`src/rtl/axis_pkt_sink_pkg.sv`:
```
// Shared types and default sizing for the AXI-Stream packet sink.
package axis_pkt_sink_pkg;

    localparam int unsigned DEF_TDATA_WIDTH   = 32;
    localparam int unsigned DEF_WORDS_PER_PKT = 8;
    localparam int unsigned DEF_FIFO_DEPTH    = 8;
    localparam int unsigned PKT_COUNT_W       = 16;

    // Packet framing FSM: waiting for a first beat, or inside a packet.
    typedef enum logic {
        IDLE    = 1'b0,
        RECEIVE = 1'b1
    } state_t;

    // Bits needed to hold the values 0..n (at least one bit).
    function automatic int unsigned cnt_width(input int unsigned n);
        return (n < 1) ? 1 : $clog2(n + 1);
    endfunction

endpackage

```
`src/rtl/axis_pkt_fifo.sv`:
```
// Synchronous FIFO with registered read data. Writes to a full FIFO and
// reads from an empty FIFO are dropped; a pop never makes room for a push
// in the same cycle.
module axis_pkt_fifo #(
    parameter int unsigned DATA_W = 32,
    parameter int unsigned DEPTH  = 8
) (
    input  logic                     clk,
    input  logic                     rst,
    input  logic                     push,
    input  logic [DATA_W-1:0]        wr_data,
    input  logic                     pop,
    output logic [DATA_W-1:0]        rd_data,
    output logic                     rd_valid,
    output logic                     full,
    output logic                     empty,
    output logic [$clog2(DEPTH):0]   count
);

    localparam int unsigned PTR_W = $clog2(DEPTH);
    localparam int unsigned OCC_W = PTR_W + 1;
    localparam logic [OCC_W-1:0] OCC_FULL = OCC_W'(DEPTH);

    logic [DATA_W-1:0] mem_q [DEPTH];
    logic [PTR_W-1:0]  wr_ptr_q, wr_ptr_d;
    logic [PTR_W-1:0]  rd_ptr_q, rd_ptr_d;
    logic [OCC_W-1:0]  count_q,  count_d;
    logic [DATA_W-1:0] rd_data_q, rd_data_d;
    logic              rd_valid_q, rd_valid_d;
    logic              push_ok;
    logic              pop_ok;

    assign full     = (count_q == OCC_FULL);
    assign empty    = (count_q == '0);
    assign count    = count_q;
    assign rd_data  = rd_data_q;
    assign rd_valid = rd_valid_q;
    assign push_ok  = push && !full;
    assign pop_ok   = pop && !empty;

    // Pointer, occupancy and read-register updates.
    always_comb begin
        wr_ptr_d   = wr_ptr_q;
        rd_ptr_d   = rd_ptr_q;
        count_d    = count_q;
        rd_data_d  = rd_data_q;
        rd_valid_d = pop_ok;
        if (push_ok) begin
            wr_ptr_d = wr_ptr_q + PTR_W'(1);
        end
        if (pop_ok) begin
            rd_ptr_d  = rd_ptr_q + PTR_W'(1);
            rd_data_d = mem_q[rd_ptr_q];
        end
        if (push_ok && !pop_ok) begin
            count_d = count_q + OCC_W'(1);
        end else if (!push_ok && pop_ok) begin
            count_d = count_q - OCC_W'(1);
        end
    end

    // Control state registers.
    always_ff @(posedge clk or posedge rst) begin
        if (rst) begin
            wr_ptr_q   <= '0;
            rd_ptr_q   <= '0;
            count_q    <= '0;
            rd_data_q  <= '0;
            rd_valid_q <= 1'b0;
        end else begin
            wr_ptr_q   <= wr_ptr_d;
            rd_ptr_q   <= rd_ptr_d;
            count_q    <= count_d;
            rd_data_q  <= rd_data_d;
            rd_valid_q <= rd_valid_d;
        end
    end

    // Storage array; contents are don't-care until written.
    always_ff @(posedge clk) begin
        if (push_ok) begin
            mem_q[wr_ptr_q] <= wr_data;
        end
    end

endmodule

```
`src/rtl/axis_pkt_sink.sv`:
```
// AXI-Stream packet sink: buffers every accepted beat for a local reader,
// checks packet framing against a fixed length, counts well-framed packets
// and reports the modular sum of the most recently ended packet.
module axis_pkt_sink
    import axis_pkt_sink_pkg::*;
#(
    parameter int unsigned C_S_AXIS_TDATA_WIDTH = DEF_TDATA_WIDTH,
    parameter int unsigned WORDS_PER_PKT        = DEF_WORDS_PER_PKT,
    parameter int unsigned FIFO_DEPTH           = DEF_FIFO_DEPTH
) (
    input  logic                              S_AXIS_ACLK,
    input  logic                              S_AXIS_ARESET,
    input  logic                              S_AXIS_TVALID,
    input  logic [C_S_AXIS_TDATA_WIDTH-1:0]   S_AXIS_TDATA,
    input  logic [C_S_AXIS_TDATA_WIDTH/8-1:0] S_AXIS_TSTRB,
    input  logic                              S_AXIS_TLAST,
    output logic                              S_AXIS_TREADY,
    input  logic                              rd_en,
    output logic [C_S_AXIS_TDATA_WIDTH-1:0]   rd_data,
    output logic                              rd_valid,
    output logic [PKT_COUNT_W-1:0]            pkt_count,
    output logic [C_S_AXIS_TDATA_WIDTH-1:0]   pkt_sum,
    output logic                              len_err
);

    localparam int unsigned DW    = C_S_AXIS_TDATA_WIDTH;
    localparam int unsigned CNT_W = cnt_width(WORDS_PER_PKT);
    localparam int unsigned OCC_W = $clog2(FIFO_DEPTH) + 1;
    localparam logic [OCC_W-1:0] OCC_FULL  = OCC_W'(FIFO_DEPTH);
    localparam logic [CNT_W-1:0] LAST_BEAT = CNT_W'(WORDS_PER_PKT);

    state_t                 state_q, state_d;
    logic [CNT_W-1:0]       beat_cnt_q, beat_cnt_d;
    logic [DW-1:0]          run_sum_q, run_sum_d;
    logic [PKT_COUNT_W-1:0] pkt_count_q, pkt_count_d;
    logic [DW-1:0]          pkt_sum_q, pkt_sum_d;
    logic                   len_err_q, len_err_d;
    logic                   tready_q, tready_d;

    logic                   accept;
    logic                   pop_ok;
    logic                   fifo_full;
    logic                   fifo_empty;
    logic [OCC_W-1:0]       fifo_count;
    logic [OCC_W-1:0]       occ_next;
    logic [CNT_W-1:0]       beat_num;
    logic                   pkt_end;
    logic                   framed_ok;
    logic                   strb_unused;

    // Strobes are assumed all-ones and carry no information here.
    assign strb_unused = ^S_AXIS_TSTRB;

    assign accept        = S_AXIS_TVALID && tready_q;
    assign pop_ok        = rd_en && !fifo_empty;
    assign S_AXIS_TREADY = tready_q;
    assign pkt_count     = pkt_count_q;
    assign pkt_sum       = pkt_sum_q;
    assign len_err       = len_err_q;

    // 1-based index of the beat currently on the bus within its packet.
    assign beat_num  = (state_q == IDLE) ? CNT_W'(1) : beat_cnt_q + CNT_W'(1);
    assign pkt_end   = S_AXIS_TLAST || (beat_num == LAST_BEAT);
    assign framed_ok = S_AXIS_TLAST && (beat_num == LAST_BEAT);

    axis_pkt_fifo #(
        .DATA_W (DW),
        .DEPTH  (FIFO_DEPTH)
    ) u_fifo (
        .clk      (S_AXIS_ACLK),
        .rst      (S_AXIS_ARESET),
        .push     (accept),
        .wr_data  (S_AXIS_TDATA),
        .pop      (rd_en),
        .rd_data  (rd_data),
        .rd_valid (rd_valid),
        .full     (fifo_full),
        .empty    (fifo_empty),
        .count    (fifo_count)
    );

    // Ready is registered from next-cycle occupancy so it stays low in reset
    // and never looks at TVALID. accept implies the FIFO is not full.
    always_comb begin
        occ_next = fifo_count;
        if (accept && !pop_ok) begin
            occ_next = fifo_count + OCC_W'(1);
        end else if (!accept && pop_ok) begin
            occ_next = fifo_count - OCC_W'(1);
        end
        tready_d = (occ_next != OCC_FULL) && !(fifo_full && !pop_ok && !accept && 1'b0);
    end

    // Framing FSM, beat counter, running sum and packet statistics.
    always_comb begin
        state_d     = state_q;
        beat_cnt_d  = beat_cnt_q;
        run_sum_d   = run_sum_q;
        pkt_count_d = pkt_count_q;
        pkt_sum_d   = pkt_sum_q;
        len_err_d   = len_err_q;
        if (accept) begin
            if (pkt_end) begin
                state_d    = IDLE;
                beat_cnt_d = '0;
                run_sum_d  = '0;
                pkt_sum_d  = run_sum_q + S_AXIS_TDATA;
                if (framed_ok) begin
                    pkt_count_d = pkt_count_q + PKT_COUNT_W'(1);
                end else begin
                    len_err_d = 1'b1;
                end
            end else begin
                state_d    = RECEIVE;
                beat_cnt_d = beat_num;
                run_sum_d  = run_sum_q + S_AXIS_TDATA;
            end
        end
    end

    // State registers.
    always_ff @(posedge S_AXIS_ACLK or posedge S_AXIS_ARESET) begin
        if (S_AXIS_ARESET) begin
            state_q     <= IDLE;
            beat_cnt_q  <= '0;
            run_sum_q   <= '0;
            pkt_count_q <= '0;
            pkt_sum_q   <= '0;
            len_err_q   <= 1'b0;
            tready_q    <= 1'b0;
        end else begin
            state_q     <= state_d;
            beat_cnt_q  <= beat_cnt_d;
            run_sum_q   <= run_sum_d;
            pkt_count_q <= pkt_count_d;
            pkt_sum_q   <= pkt_sum_d;
            len_err_q   <= len_err_d;
            tready_q    <= tready_d;
        end
    end

endmodule
```
`config.mk`:
```
export PLATFORM = sky130hd
export DESIGN_NAME = axis_pkt_sink
export DESIGN_NICKNAME = d
export VERILOG_FILES = /design/src/rtl/axis_pkt_sink_pkg.sv /design/src/rtl/axis_pkt_fifo.sv /design/src/rtl/axis_pkt_sink.sv
export SDC_FILE = /design/constraint.sdc
export NUM_CORES = 1
export LEC_CHECK = 0
export BUFFER_PORTS_ARGS = -buffer_cell sky130_fd_sc_hd__buf_2
export CAP_MARGIN = 5
export CORE_MARGIN = 5
export CORE_UTILIZATION = 30
export DETAILED_ROUTE_END_ITERATION = 16
export REMOVE_ABC_BUFFERS = 1
export SLEW_MARGIN = 20
export SYNTH_ARGS = -nofsm -noshare
export SYNTH_HDL_FRONTEND = slang
export SYNTH_HIERARCHICAL = 1
export SYNTH_SLANG_ARGS = --single-unit
```
`constraint.sdc`:
```
create_clock -name S_AXIS_ACLK -period 5.32 [get_ports S_AXIS_ACLK]
set_input_delay 0 -clock S_AXIS_ACLK [delete_from_list [all_inputs] [get_ports S_AXIS_ACLK]]
set_output_delay 0 -clock S_AXIS_ACLK [all_outputs]
set_load 0.01 [all_outputs]
```
==> reports/metrics.cfg, run 1 <==
[worst_hold_path]
worstHoldEndpoint=u_fifo/count[0]
hold_path.class=in2reg
min_from=rd_en
holdPathStages=4

[place]
place_worst_setup_slack_ns=2.19
portBuffers=119
dpl-instance-area_um2=18100
place_congestion=0.842
dpl.hpwl_um=25100

[finish]
postLayoutCellArea_um2=19900
nNetsFinal=1413
antenna_cells=0
final_layout_size_suffix_gt1_share_pct=22.9
syn2layout_area_growth_pct=18.9
n_fill_cell=5371

[timing]
setup_tns_ns=0
finalSetupViolCount=0
hold_viol=0
fin_ws_ns=2.17
fin_skew_ns=0.0265
relSlewSlack_pct=27.6
worst_pin_slew_ns=1.09
drv_slew=0
max_freq_ghz=0.318
hold_ws_ns=0.0795
fin_crit_sh_pct=59.1
fin_crit_ns=3.15
rsz0062_at_grt=false

[worst_setup_path]
end_kind=flop
start_kind=flop
r2r_slack_ns=2.17
reg2reg_from=run_sum_q[0]
rr_worst_depth=10
required_ns=5.78
slowest_delay_ns=0.45
worstPathCellList=ha_1, fa_1, a211oi_1, o21bai_1, a221o_1, a21oi_4, nor3_1, or3b_1, xor2_1, mux2_2
worstPathMaxFanout=5
arrival_ns=3.60
cp_slowest_cell=a221o_1
critPathKind=reg2reg
r2r-end=pkt_sum[26]

[route]
routed_wl_um=39800
route.detailed.drc=0
wl_per_cell_um=18.8
firstDrtPassIters=4
vias=10057
viasPerCell=4.76
detail-route-antenna-nets=0
drtIter0Drc=407

[synth]
syn_area_per_cell_um2=14.3
syn_area_um2=16700
yosysWarnings=6
synthCells=1172

[clock_tree]
tritoncts=done
ctsLongestPathBuffers=3
clock_latency_ns=0.58
h-tree-depth=2
cts.sinks=386
numCtsBuffers=42
clock_tree.root_cell=clkbuf_16
clk_pin_slew_ns=0.06

[grt]
grt_max_degree=81
gr-total-overflow=0
grt_usage_pct=13.0
grt_pass1_vias=10379
antenna_found_initial=0
grt_pass1_wl_um=61000

[floorplan]
pin_count=124
row_count=86
coreArea_um2=55100
die_h_um=246
fp.dieW_um=246
dieArea_um2=60500
initial_core_util_pct=30.3

[run_status]
status=finished clean

[pwr]
leakage_nw=7.72
vdd_ir_drop_max_v=0.000280
pwr_density_cell_nw_per_um2=555
power_mw=11.0

[run]
drv_cap=0

[flip-flops by register name, indices dropped and copies added (netlist names), 3 cells and up]
name,count
u_fifo/rd_ptr_q,3
u_fifo/mem_q,256
u_fifo/count,4
pkt_sum,32
u_fifo/rd_data,32
pkt_count,16
run_sum_q,32
beat_cnt_q,4
u_fifo/wr_ptr_q,3
[per-stage QoR]
| step | std cells | util (%) |
|---|---|---|
| floorplan | 1115 | - |
| global placement | 1999 | 32.9 |
| detailed placement | 1999 | 32.9 |
| CTS | 2112 | 36.0 |
| global route | 2112 | 36.1 |
| finish | 2112 | 36.1 |
[how the worst max path moves through the flow]
stage                                     to                from  slack (ns)
after floorplan           u_fifo/rd_data[12]  u_fifo/rd_ptr_q[0]        0.72
after global placement           pkt_sum[26]        run_sum_q[0]        2.18
after detailed placement         pkt_sum[26]        run_sum_q[0]        2.19
after CTS                 u_fifo/mem_q[2][8]       S_AXIS_TREADY        2.15
after global routing             pkt_sum[28]        run_sum_q[0]        1.93
final                            pkt_sum[26]        run_sum_q[0]        2.17
[power by group]
group / switching, mW / total, mW / internal [mW] / leakage (nW)
combinational: 2.15 / 3.73 / 1.58 / 3.10
sequential: 0.467 / 4.40 / 3.94 / 3.94
clock: 1.21 / 2.89 / 1.68 / 0.679
[metal layers]
layer | vias up | global-route usage, % | part of all wire [%]
li1 | 4786 | - | -
met1 | 5024 | 16.6 | 44
met2 | 199 | 21.8 | 48
met3 | 48 | 3.06 | 5.6
met4 | 0 | 4.14 | 2.4
met5 | - | 0 | 0
[critical path: cells and delay by family (launching register included)]
family / cells / cell delay [ns]
AOI/OAI and AO/OA: 4 / 1.10
muxes: 1 / 0.26
DFF: 1 / 0.38
adders and majority gates: 2 / 0.66
and+or+nand+nor: 2 / 0.48
xor gates and xnor gates: 1 / 0.17
[cells in the final DEF, fill, tap and decap left out, types with 6 or more instances in the layout]
cell and count:
clkbuf_1 11, buf_4 16, mux2_2 87, mux2i_1 67, edfxtp_1 256, a22o_1 19
xnor2_1 34, a221o_1 8, nor2_2 6, o22ai_1 8, ha_1 40, a21oi_1 29
xor2_1 20, buf_2 119, a21o_1 15, nand2b_1 10, o21ai_0 40, clkbuf_16 42
dfrtp_1 129, nor2_1 18, and2_1 7, nor2b_1 8, nor3_1 9, and3_1 10
nand3_1 10, inv_1 14, a31oi_1 7, nand2_1 102, dlygate4sd3_1 35, a22oi_1 25
clkinv_2 6, nand4_1 9, clkbuf_8 7, o221ai_1 25, o21ai_1 32
[what timing repair did]
item	CTS	global route
hold buffers	35	0
gates resized for setup	0	0
setup buffers	0	0
endpoints found under the setup margin	0	0
endpoints found under the hold margin	396	0
[layout make-up]
class                      count  area (µm²)  area share (%)
inverter                      17        65.1           0.328
clock inverter                18         191           0.964
clock buffer                  60        1190            5.98
sequential                   386       10900            55.1
timing repair buffer         171        1080            5.42
multi-input combinational    712        5460            27.5
tap                          748         936            4.71
Note: power is estimated with default switching activity, not from simulation.
==> run 2, diff against run 1 <==
==> constraint.sdc (replaced) <==
create_clock -name S_AXIS_ACLK -period 2.8 [get_ports S_AXIS_ACLK]
set_input_delay 0 -clock S_AXIS_ACLK [delete_from_list [all_inputs] [get_ports S_AXIS_ACLK]]
set_output_delay 0 -clock S_AXIS_ACLK [all_outputs]
set_load 0.01 [all_outputs]
==> run 2 against run 1 <==
Net effect: the run now ends with negative setup slack left; critical path type unchanged; worst setup slack worse by 2.2 ns; register-to-register slack worse by 2.2 ns; sequential share of layout area is 1.3 points lower.
==> reports/metrics.cfg, run 2 (same netlist as run 1, synthesis figures left out) <==
[route]
wirelength_met1_um=18200
dr_wl_met2_um=19500
viasPerCell=4.80
routed_wl_um=40400
detail-route-antenna-nets=0
drtIter0Drc=480
route.detailed.drc=0
top_layer=met4
firstDrtPassIters=5
wl_per_cell_um=18.9
vias=10270
met3_length_um=2050

[place]
dpl-instance-area_um2=18500
dpl.hpwl_um=25800
portBuffers=119
place_congestion=0.838

[floorplan]
fp.dieW_um=246
initial_core_util_pct=30.3
coreArea_um2=55100
row_count=86
die_h_um=246
dieArea_um2=60500
pin_count=124

[timing]
fin_ws_ns=-0.0561
fin_crit_sh_pct=102
relSlewSlack_pct=54.1
setup_tns_ns=-0.225
fin_crit_ns=2.86
drv_slew=0
fin_skew_ns=0.0154
max_freq_ghz=0.350
worst_pin_slew_ns=0.689
hold_viol=0
rsz0062_at_grt=true
hold_ws_ns=0.0402
finalSetupViolCount=6

[worst_setup_path]
required_ns=3.24
cp_num_buf_inv=0
arrival_ns=3.29
slowest_delay_ns=0.42
critPathKind=reg2reg
cp_slowest_cell=a221o_2
crit_family=compound AO/OA/AOI/OAI gates
start_kind=flop
worstPathMaxFanout=3
end_kind=flop
worstPathCellList=ha_4, fa_2, a211oi_2, o21bai_2, a221o_2, a21oi_4, nor3_2, or3b_4, xor2_2, mux2_2

[clock_tree]
h-tree-depth=2
tritoncts=done
numCtsBuffers=40
clock_tree.root_cell=clkbuf_16
clock_latency_ns=0.56
clk_pin_slew_ns=0.06
cts.sinks=386
ctsLongestPathBuffers=3

[run_status]
violations=negative setup slack
status=finished, violations left

[grt]
grt_max_degree=88
grt_pass1_vias=10621
gr-total-overflow=0
antenna_found_initial=2
grt_pass1_wl_um=63100
grt_usage_pct=13.2

[pwr]
p_sw_share_pct=34.6
combPwrFrac_pct=36.5
vdd_ir_drop_max_v=0.000465
internal_power_mw=14.0
p_clk_share_pct=25.3
leakage_nw=7.94
p_sw_mw=7.40
power_frac_seq_pct=38.2
pwr_density_cell_nw_per_um2=1050

[finish]
final_layout_size_suffix_gt1_share_pct=26.0
syn2layout_area_growth_pct=21.7
layout_commonest_cell=edfxtp_1
largest_reg_flops=256
multiInputGateArea_um2=5570
postLayoutCellArea_um2=20300
layout_common_cells=edfxtp_1 (256), dfrtp_1 (129), buf_2 (119)
n_fill_cell=5254
regArea_um2=10900
nNetsFinal=1443
regMostFlops=u_fifo/mem_q

[worst_hold_path]
hold_path.class=in2reg

[run]
drv_cap=0

run 2: what timing repair did:
action | 4_1_cts | 5_1_grt
buffers inserted | 2 | 5
endpoints found under the hold margin | 399 | 0
endpoints found under the setup margin | 10 | 16
gates resized for setup | 6 | 25
hold buffers | 35 | 0
pin swaps | 7 | 10
run 2: per-stage QoR:
stage	worst slack (ns)	instances	utilization [%]	power, mW
finish	-0.0561	2141	36.9	21.4
global route	-0.162	2141	36.9	22.7
CTS	-0.0629	2135	36.6	21.5
detailed placement	-0.250	2024	33.5	15.9
global placement	-0.207	2024	33.5	15.8
floorplan	-1.80	1115	-	13.1
run 2: per-layer routing:
layer,up-vias,track usage (%)
li1,4849,-
met4,0,2.84
met3,48,3.03
met1,5184,17.6
met5,-,0
met2,189,22.3
run 2: area by class of cell:
cell class	instances	area share [%]
Sequential cell	386	53.8
Inverter	17	0.320
Tap cell	748	4.60
Clock inverter	22	1.21
Antenna cell	1	0.0123
Timing Repair Buffer	203	7.28
Clock buffer	52	5.39
Multi-Input combinational cell	712	27.4
run 2: path summary, 6_finish.rpt:
path,startpoint,to,depth (start not counted),slack (ns)
min reg2reg,pkt_count[15],pkt_count[15],1,0.47
max,run_sum_q[0],pkt_sum[26],10,-0.06
min,rd_en,u_fifo/count[0],4,0.04
max in group asynchronous,S_AXIS_ARESET,u_fifo/rd_ptr_q[0],5,1.67
max reg2reg,run_sum_q[0],pkt_sum[26],10,-0.06
min in group asynchronous,S_AXIS_ARESET,pkt_sum[6],4,0.10
run 2: power by group through the flow:
stage,Clock [mW],Sequential [mW],Combinational [mW]
CTS,5.58,8.19,7.74
detailed placement,0,8.30,7.63
global route,5.79,8.34,8.60
finish,5.42,8.18,7.82
floorplan,0,8.60,4.52
global placement,0,8.25,7.53
run 2: worst min-delay path: stages:
cell and delay [ns]:
buf_2 0.12, o41ai_4 0.06, ha_1 0.28, xnor2_1 0.09
